`src/rtl/seq_code_lock.sv`:
```
// Sequential multi-digit code lock: compares a keyed-in code against a stored,
// reprogrammable code and drives timed open and alarm-lockout outputs.
module seq_code_lock #(
    parameter int DIGIT_W = 4,
    parameter int CODE_LEN = 4,
    parameter logic [DIGIT_W*CODE_LEN-1:0] DEFAULT_CODE = 16'h1234,
    parameter int MAX_TRIES = 3,
    parameter int OPEN_CYCLES = 50_000_000,
    parameter int LOCK_CYCLES = 250_000_000,
    localparam int CW = DIGIT_W * CODE_LEN,
    localparam int TRY_W = $clog2(MAX_TRIES + 1),
    localparam int CNT_W = $clog2(CODE_LEN + 1)
) (
    input  logic               clk,
    input  logic               rst,
    input  logic [DIGIT_W-1:0] digit_in,
    input  logic               digit_valid,
    input  logic               enter,
    input  logic               clear,
    input  logic               prog_en,
    output logic               open,
    output logic               alarm,
    output logic               led1,
    output logic               led2,
    output logic [TRY_W-1:0]   tries_left,
    output logic [CNT_W-1:0]   entry_cnt
);

    // state | meaning
    // IDLE  | locked, collecting digits, enter evaluates the entry
    // OPEN  | lock open for OPEN_CYCLES; enter with prog_en stores a new code
    // ALARM | lockout for LOCK_CYCLES; all inputs ignored
    typedef enum logic [1:0] {IDLE, OPEN, ALARM} state_t;

    localparam int MAX_CYC = (OPEN_CYCLES > LOCK_CYCLES) ? OPEN_CYCLES : LOCK_CYCLES;
    localparam int TMR_W = (MAX_CYC > 1) ? $clog2(MAX_CYC) : 1;

    state_t           state, state_n;
    logic [CW-1:0]    code_reg, code_n;
    logic [CW-1:0]    entry, entry_n;
    logic [CNT_W-1:0] cnt_n;
    logic [TRY_W-1:0] fail_cnt, fail_n;
    logic [TMR_W-1:0] timer, timer_n;
    logic             open_n, alarm_n;
    logic             full;

    assign full = (entry_cnt == CNT_W'(CODE_LEN));
    assign led1 = ~open;
    assign led2 = ~alarm;

    always_comb begin
        state_n = state;
        code_n  = code_reg;
        entry_n = entry;
        cnt_n   = entry_cnt;
        fail_n  = fail_cnt;
        timer_n = timer;
        open_n  = open;
        alarm_n = alarm;
        case (state)
            IDLE: begin
                if (clear) begin
                    entry_n = '0;
                    cnt_n   = '0;
                end else if (enter) begin
                    entry_n = '0;
                    cnt_n   = '0;
                    if (full && entry == code_reg) begin
                        state_n = OPEN;
                        open_n  = 1'b1;
                        fail_n  = '0;
                        timer_n = '0;
                    end else begin
                        fail_n = fail_cnt + 1'b1;
                        if (fail_n == TRY_W'(MAX_TRIES)) begin
                            state_n = ALARM;
                            alarm_n = 1'b1;
                            timer_n = '0;
                        end
                    end
                end else if (digit_valid && !full) begin
                    entry_n = (entry << DIGIT_W) | CW'(digit_in);
                    cnt_n   = entry_cnt + 1'b1;
                end
            end
            OPEN: begin
                timer_n = timer + 1'b1;
                if (timer == TMR_W'(OPEN_CYCLES - 1)) begin
                    state_n = IDLE;
                    open_n  = 1'b0;
                    timer_n = '0;
                end
                if (clear) begin
                    entry_n = '0;
                    cnt_n   = '0;
                end else if (enter) begin
                    entry_n = '0;
                    cnt_n   = '0;
                    // A successful reprogram wins over an expiring timer.
                    if (prog_en && full) begin
                        code_n  = entry;
                        state_n = OPEN;
                        open_n  = 1'b1;
                        timer_n = '0;
                    end
                end else if (digit_valid && !full) begin
                    entry_n = (entry << DIGIT_W) | CW'(digit_in);
                    cnt_n   = entry_cnt + 1'b1;
                end
            end
            ALARM: begin
                entry_n = '0;
                cnt_n   = '0;
                timer_n = timer + 1'b1;
                if (timer == TMR_W'(LOCK_CYCLES - 1)) begin
                    state_n = IDLE;
                    alarm_n = 1'b0;
                    fail_n  = '0;
                    timer_n = '0;
                end
            end
            default: begin
                state_n = IDLE;
                open_n  = 1'b0;
                alarm_n = 1'b0;
                timer_n = '0;
            end
        endcase
    end

    always_ff @(posedge clk) begin
        if (rst) begin
            state      <= IDLE;
            code_reg   <= DEFAULT_CODE;
            entry      <= '0;
            entry_cnt  <= '0;
            fail_cnt   <= '0;
            timer      <= '0;
            open       <= 1'b0;
            alarm      <= 1'b0;
            tries_left <= TRY_W'(MAX_TRIES);
        end else begin
            state      <= state_n;
            code_reg   <= code_n;
            entry      <= entry_n;
            entry_cnt  <= cnt_n;
            fail_cnt   <= fail_n;
            timer      <= timer_n;
            open       <= open_n;
            alarm      <= alarm_n;
            tries_left <= TRY_W'(MAX_TRIES) - fail_n;
        end
    end

endmodule
```
`config.mk`:
```
export PLATFORM = sky130hd
export DESIGN_NAME = seq_code_lock
export DESIGN_NICKNAME = d
export VERILOG_FILES = /design/src/rtl/seq_code_lock.sv
export SDC_FILE = /design/constraint.sdc
export NUM_CORES = 1
export LEC_CHECK = 0
export ABC_CLOCK_PERIOD_IN_PS = 4950
export BUFFER_PORTS_ARGS = -buffer_cell sky130_fd_sc_hd__buf_2
export CAP_MARGIN = 20
export CORE_MARGIN = 4
export CORE_UTILIZATION = 30
export DETAILED_ROUTE_END_ITERATION = 12
export GPL_TIMING_DRIVEN = 0
export PLACE_DENSITY = 0.56
export SLEW_MARGIN = 15
export SYNTH_ARGS = -nofsm -noshare
export SYNTH_HDL_FRONTEND = slang
export SYNTH_SLANG_ARGS = --single-unit
```
`constraint.sdc`:
```
create_clock -name clk -period 4.95 [get_ports clk]
set_input_delay 0.99 -clock clk [delete_from_list [all_inputs] [get_ports clk]]
set_output_delay 0.99 -clock clk [all_outputs]
set_load 0.005 [all_outputs]
```
After elaboration in Yosys (flattened, before gate mapping)
Index checks and enable logic that the tools add are counted.
{"block": "word_totals", "out_inout_bits": 9, "reg_bits": 71, "elab_cells": 94, "inputBits": 10}
{"block": "classes", "bitwise_logic": 6, "reduce_logical": 13, "mux": 47, "add_sub_neg": 4, "eq_ne": 15}
{"operator": "$mux 28", "n": 9}
{"operator": "$pmux 28 s3", "n": 1}
{"operator": "$mux 16", "n": 3}
{"operator": "$pmux 16 s2", "n": 1}
{"operator": "$add 28x1->28 const B", "n": 1}
{"operator": "$eq 28x26->1 const B", "n": 1}
{"operator": "$eq 28x28->1 const B", "n": 1}
{"operator": "$mux 2", "n": 13}
{"operator": "$eq 16x16->1", "n": 1}
{"operator": "$or 16x4->16", "n": 1}
{"operator": "$mux 1", "n": 12}
{"operator": "$ne 2x2->1 const B", "n": 6}
{"operator": "$reduce_and 4->1", "n": 3}
{"operator": "$mux 3", "n": 3}
{"operator": "$pmux 1 s3", "n": 2}
{"operator": "$pmux 2 s3", "n": 1}
{"operator": "$pmux 3 s2", "n": 1}
{"operator": "$reduce_and 6->1", "n": 1}
{"operator": "$not 1->1", "n": 5}
{"operator": "$eq 2x2->1 const B", "n": 2}
{"operator": "$ne 4x1->1 const B", "n": 1}
{"operator": "$pmux 2 s2", "n": 1}
{"operator": "$add 3x1->3 const B", "n": 1}
{"operator": "$eq 3x3->1 const B", "n": 1}
{"operator": "other kinds (11)", "n": 13}

Logic depth before layout (Yosys ltp)
{"block": "depth", "ltp_word": 7, "depth_mapped": 10, "depth_no_buf": 8}

Worst setup path before layout
No wires, ideal clock.
{"block": "synth_path", "kind": "input port to flip-flop", "startpoint": "in enter", "endpoint": "reg code_reg[10]", "n_path_buf": 2, "setup_slack_ns": 2.144, "path_stages": 7, "setup_ns": 0.128, "arrival_time_ns": 2.679, "required_time_ns": 4.822, "path_cell_list": "nor2b_1 > and4_1 > and2_1 > clkbuf_1 > clkbuf_1 > mux2i_1 > nor2_1"}
{"block": "synth_between", "elab_chain_len": 1}
{"item": "from (decl)", "line_no": "18", "source": "input logic enter,"}
{"item": "$reduce_and 4->1 (no source line)"}
{"item": "to (signal assigned)", "line_no": "144", "source": "code_reg <= code_n;"}
{"item": "to (decl)", "line_no": "39", "source": "logic [CW-1:0] code_reg, code_n;"}
Every way passes these cells.
A chain may end at the register's enable or synchronous reset.

Worst setup path after layout
{"block": "layout_path", "startpoint": "in enter", "endpoint": "reg code_reg[1]"}
Same word-level chain as after synthesis.

==> reports/metrics.cfg <==
[outcome]
outcome = finished, final reports clean

[floorplan]
die_w_um = 116
fp-row-count = 39
ios = 19
core_area_um2 = 11400
initial_core_util_pct = 30.6
die_h_um = 116
fp.dieArea_um2 = 13400

[finish]
final_cell_mix = dfxtp_1 (71), a21oi_1 (47), nand2_1 (43)
drive_above_1_share_pct = 10.7
num-nets-final = 463
antenna_cells = 0
final_area_um2 = 4060
largest_register_ffs = 28
mostFrequentLayoutCell = dfxtp_1
nFillCells = 1172
area_delta_synth_final_pct = 16.6
fin_cells = 593

[routing]
drt_iter0_drc = 172
wl_per_cell_um = 14.5
firstDrtPassIters = 4
routed_wirelength_mm = 8.57
via_per_inst = 5.19
ant_nets = 0
drc = 0
vias = 3075

[sta]
clock.fmax_ghz = 0.308
skew_ns = 0.00522
hold_viol = 0
report.final.slew_viol_count = 0
tightest_slew_ns = 0.864
relSlewSlack_pct = 41.6
setup_viol = 0
post-route-period-util_pct = 65.5
fin_crit_ns = 3.24
setup_tns_ns = 0
rsz0062_at_grt = no

[clock_network]
clk_path_buf_depth = 2
cts_setup_buffers = 0
clock_sinks = 71
postCtsHoldBufs = 0
cts-resized-gates = 0
cts_max_level = 3
clk_latency_ns = 0.33
clk_pin_slew_ns = 0.06
cts.root.buffer_cell = clkbuf_16
cts_buffers = 9
cts_tree = built

[yosys]
syn_nets = 433
synth_cells = 415
yosysUniqueCellTypes = 46
synth-async-reset-ratio_pct = 0
synth_warnings = 0
synth_edf_count = 0
synth.cell_area_um2 = 3480
synth_flop_cell = dfxtp_1
avgSynthCellArea_um2 = 8.39
ys_seq_area_share_pct = 40.8
ys_ff_latch = 71

[worst_setup_path]
path_class = input port to flip-flop
cpPeakStageDelay_ns = 0.61
crit_arrival_ns = 3.44
cpLargestDelayFamily = buffers and inverters
cpMostUsedCell = clkbuf_1
crit_path_start_kind = input port
crit_chain = buf_2 -> nor2b_1 -> and4_1 -> and2_1 -> clkbuf_1 -> clkbuf_1 -> mux2i_1 -> nor2_1
cp_slowest_cell = clkbuf_1
crit_fanout = 10
crit_required_ns = 5.15
end_kind = flip-flop
cp.buffers_inverters = 3

[worst_hold_path]
hp-class = flip-flop to flip-flop

[place]
dp.cells = 577
place.gp.congestion = 0.802
dp_hpwl_mm = 6.18
dpl_cell_area_um2 = 3760
io_buffers = 18

[grt]
first_global_vias = 2958
grt_usage_pct = 13.9
antenna_found_initial = 0
grt_pass1_wl_mm = 14.8
grt_max_degree = 13
grt-ovfl-total = 0

[power_and_ir_drop]
peakVddDrop_mv = 0.198
power_leakage_nw = 1.25
powerDensity_nw_per_um2 = 328

[job]
max_cap_violations = 0

[report_power, final]
group,leakage [nW],switching [W],internal (W),total (W)
registers,0.573,0.00000887,0.000581,0.000590
clock network,0.149,0.000241,0.000404,0.000645
logic,0.527,0.0000654,0.0000342,0.0000995
total,1.25,0.000315,0.00102,0.00133
[Yosys cell counts, types with 3 or more instances]
cell type | n | area (µm²)
a21oi_1 | 47 | 235
xnor2_1 | 16 | 140
a21o_1 | 3 | 22.5
ha_1 | 8 | 100
or4b_2 | 3 | 30.0
nand4_1 | 11 | 68.8
nand4b_1 | 5 | 43.8
nor2b_1 | 7 | 43.8
or4_1 | 10 | 75.1
o21ai_0 | 42 | 210
o41ai_1 | 3 | 26.3
clkbuf_1 | 19 | 71.3
or3_1 | 25 | 156
nand3b_1 | 3 | 22.5
o31ai_1 | 6 | 45.0
nand3_1 | 9 | 45.0
dfxtp_1 | 71 | 1420
nand2_1 | 43 | 161
a211o_1 | 5 | 43.8
nor2_1 | 22 | 82.6
mux2i_1 | 11 | 110
nor3_1 | 5 | 25.0
xor2_1 | 3 | 26.3
inv_1 | 12 | 45.0
[worst register-to-register path, cell delays in order, from the launching register on]
cell and delay (ns):
dfxtp_1 0.31, buf_6 0.13, or4b_1 0.54, or4_4 0.59
o311ai_1 0.25, o31ai_1 0.22, o21bai_2 0.40, buf_2 0.32
a21oi_1 0.06
[area by class of cell]
type	count	area, µm²	area share, %
sequential	71	1420	35.0
inverter	13	48.8	1.20
tap	143	179	4.40
multi-input combinational	309	1930	47.4
clock inverter	5	57.6	1.42
buffer	22	92.6	2.28
timing repair buffer	19	95.1	2.34
clock buffer	11	243	5.97
[per-layer routing]
metal / vias up / part of all wire (%) / GRT usage, %
met1: 1441 / 49 / 18.5
met5: - / 0 / 0
met3: 16 / 3.5 / 3.34
met2: 46 / 45 / 21.3
met4: 0 / 2.5 / 6.26
li1: 1572 / - / -
[logic make-up after synthesis]
family                     synth area share [%]
DFF                                        40.8
adders and majority gates                  2.87
xor gates and xnor gates                   4.78
muxes                                      3.16
AOI/OAI and AO/OA                          19.8
and+or+nand+nor                            24.5
buffers and inverters                      4.06
[metrics by stage]
stage / setup slack (ns) / total power [W] / hold slack (ns) / utilization [%]
after global placement: 1.35 / 0.000699 / 0.467 / 33.0
after CTS: 1.69 / 0.00135 / 0.489 / 35.7
after floorplan: 2.14 / 0.000667 / 0.454 / -
final: 1.71 / 0.00133 / 0.484 / 35.7
after detailed placement: 1.35 / 0.000703 / 0.482 / 33.1
after global routing: 1.48 / 0.00140 / 0.513 / 35.7
[worst paths after layout]
kind / from / end / slack [ns] / depth (start not counted)
worst max-delay path: enter / code_reg[1]$_SDFFE_PP0P_ / 1.71 / 8
worst min-delay path: entry[15]$_SDFFE_PP0P_ / code_reg[15]$_SDFFE_PP0P_ / 0.48 / 2
worst max register to register: timer[7]$_SDFFE_PP0P_ / timer[11]$_SDFFE_PP0P_ / 1.99 / 8
worst min register to register: entry[15]$_SDFFE_PP0P_ / code_reg[15]$_SDFFE_PP0P_ / 0.48 / 2
Note: power is estimated with default switching activity, not from simulation.
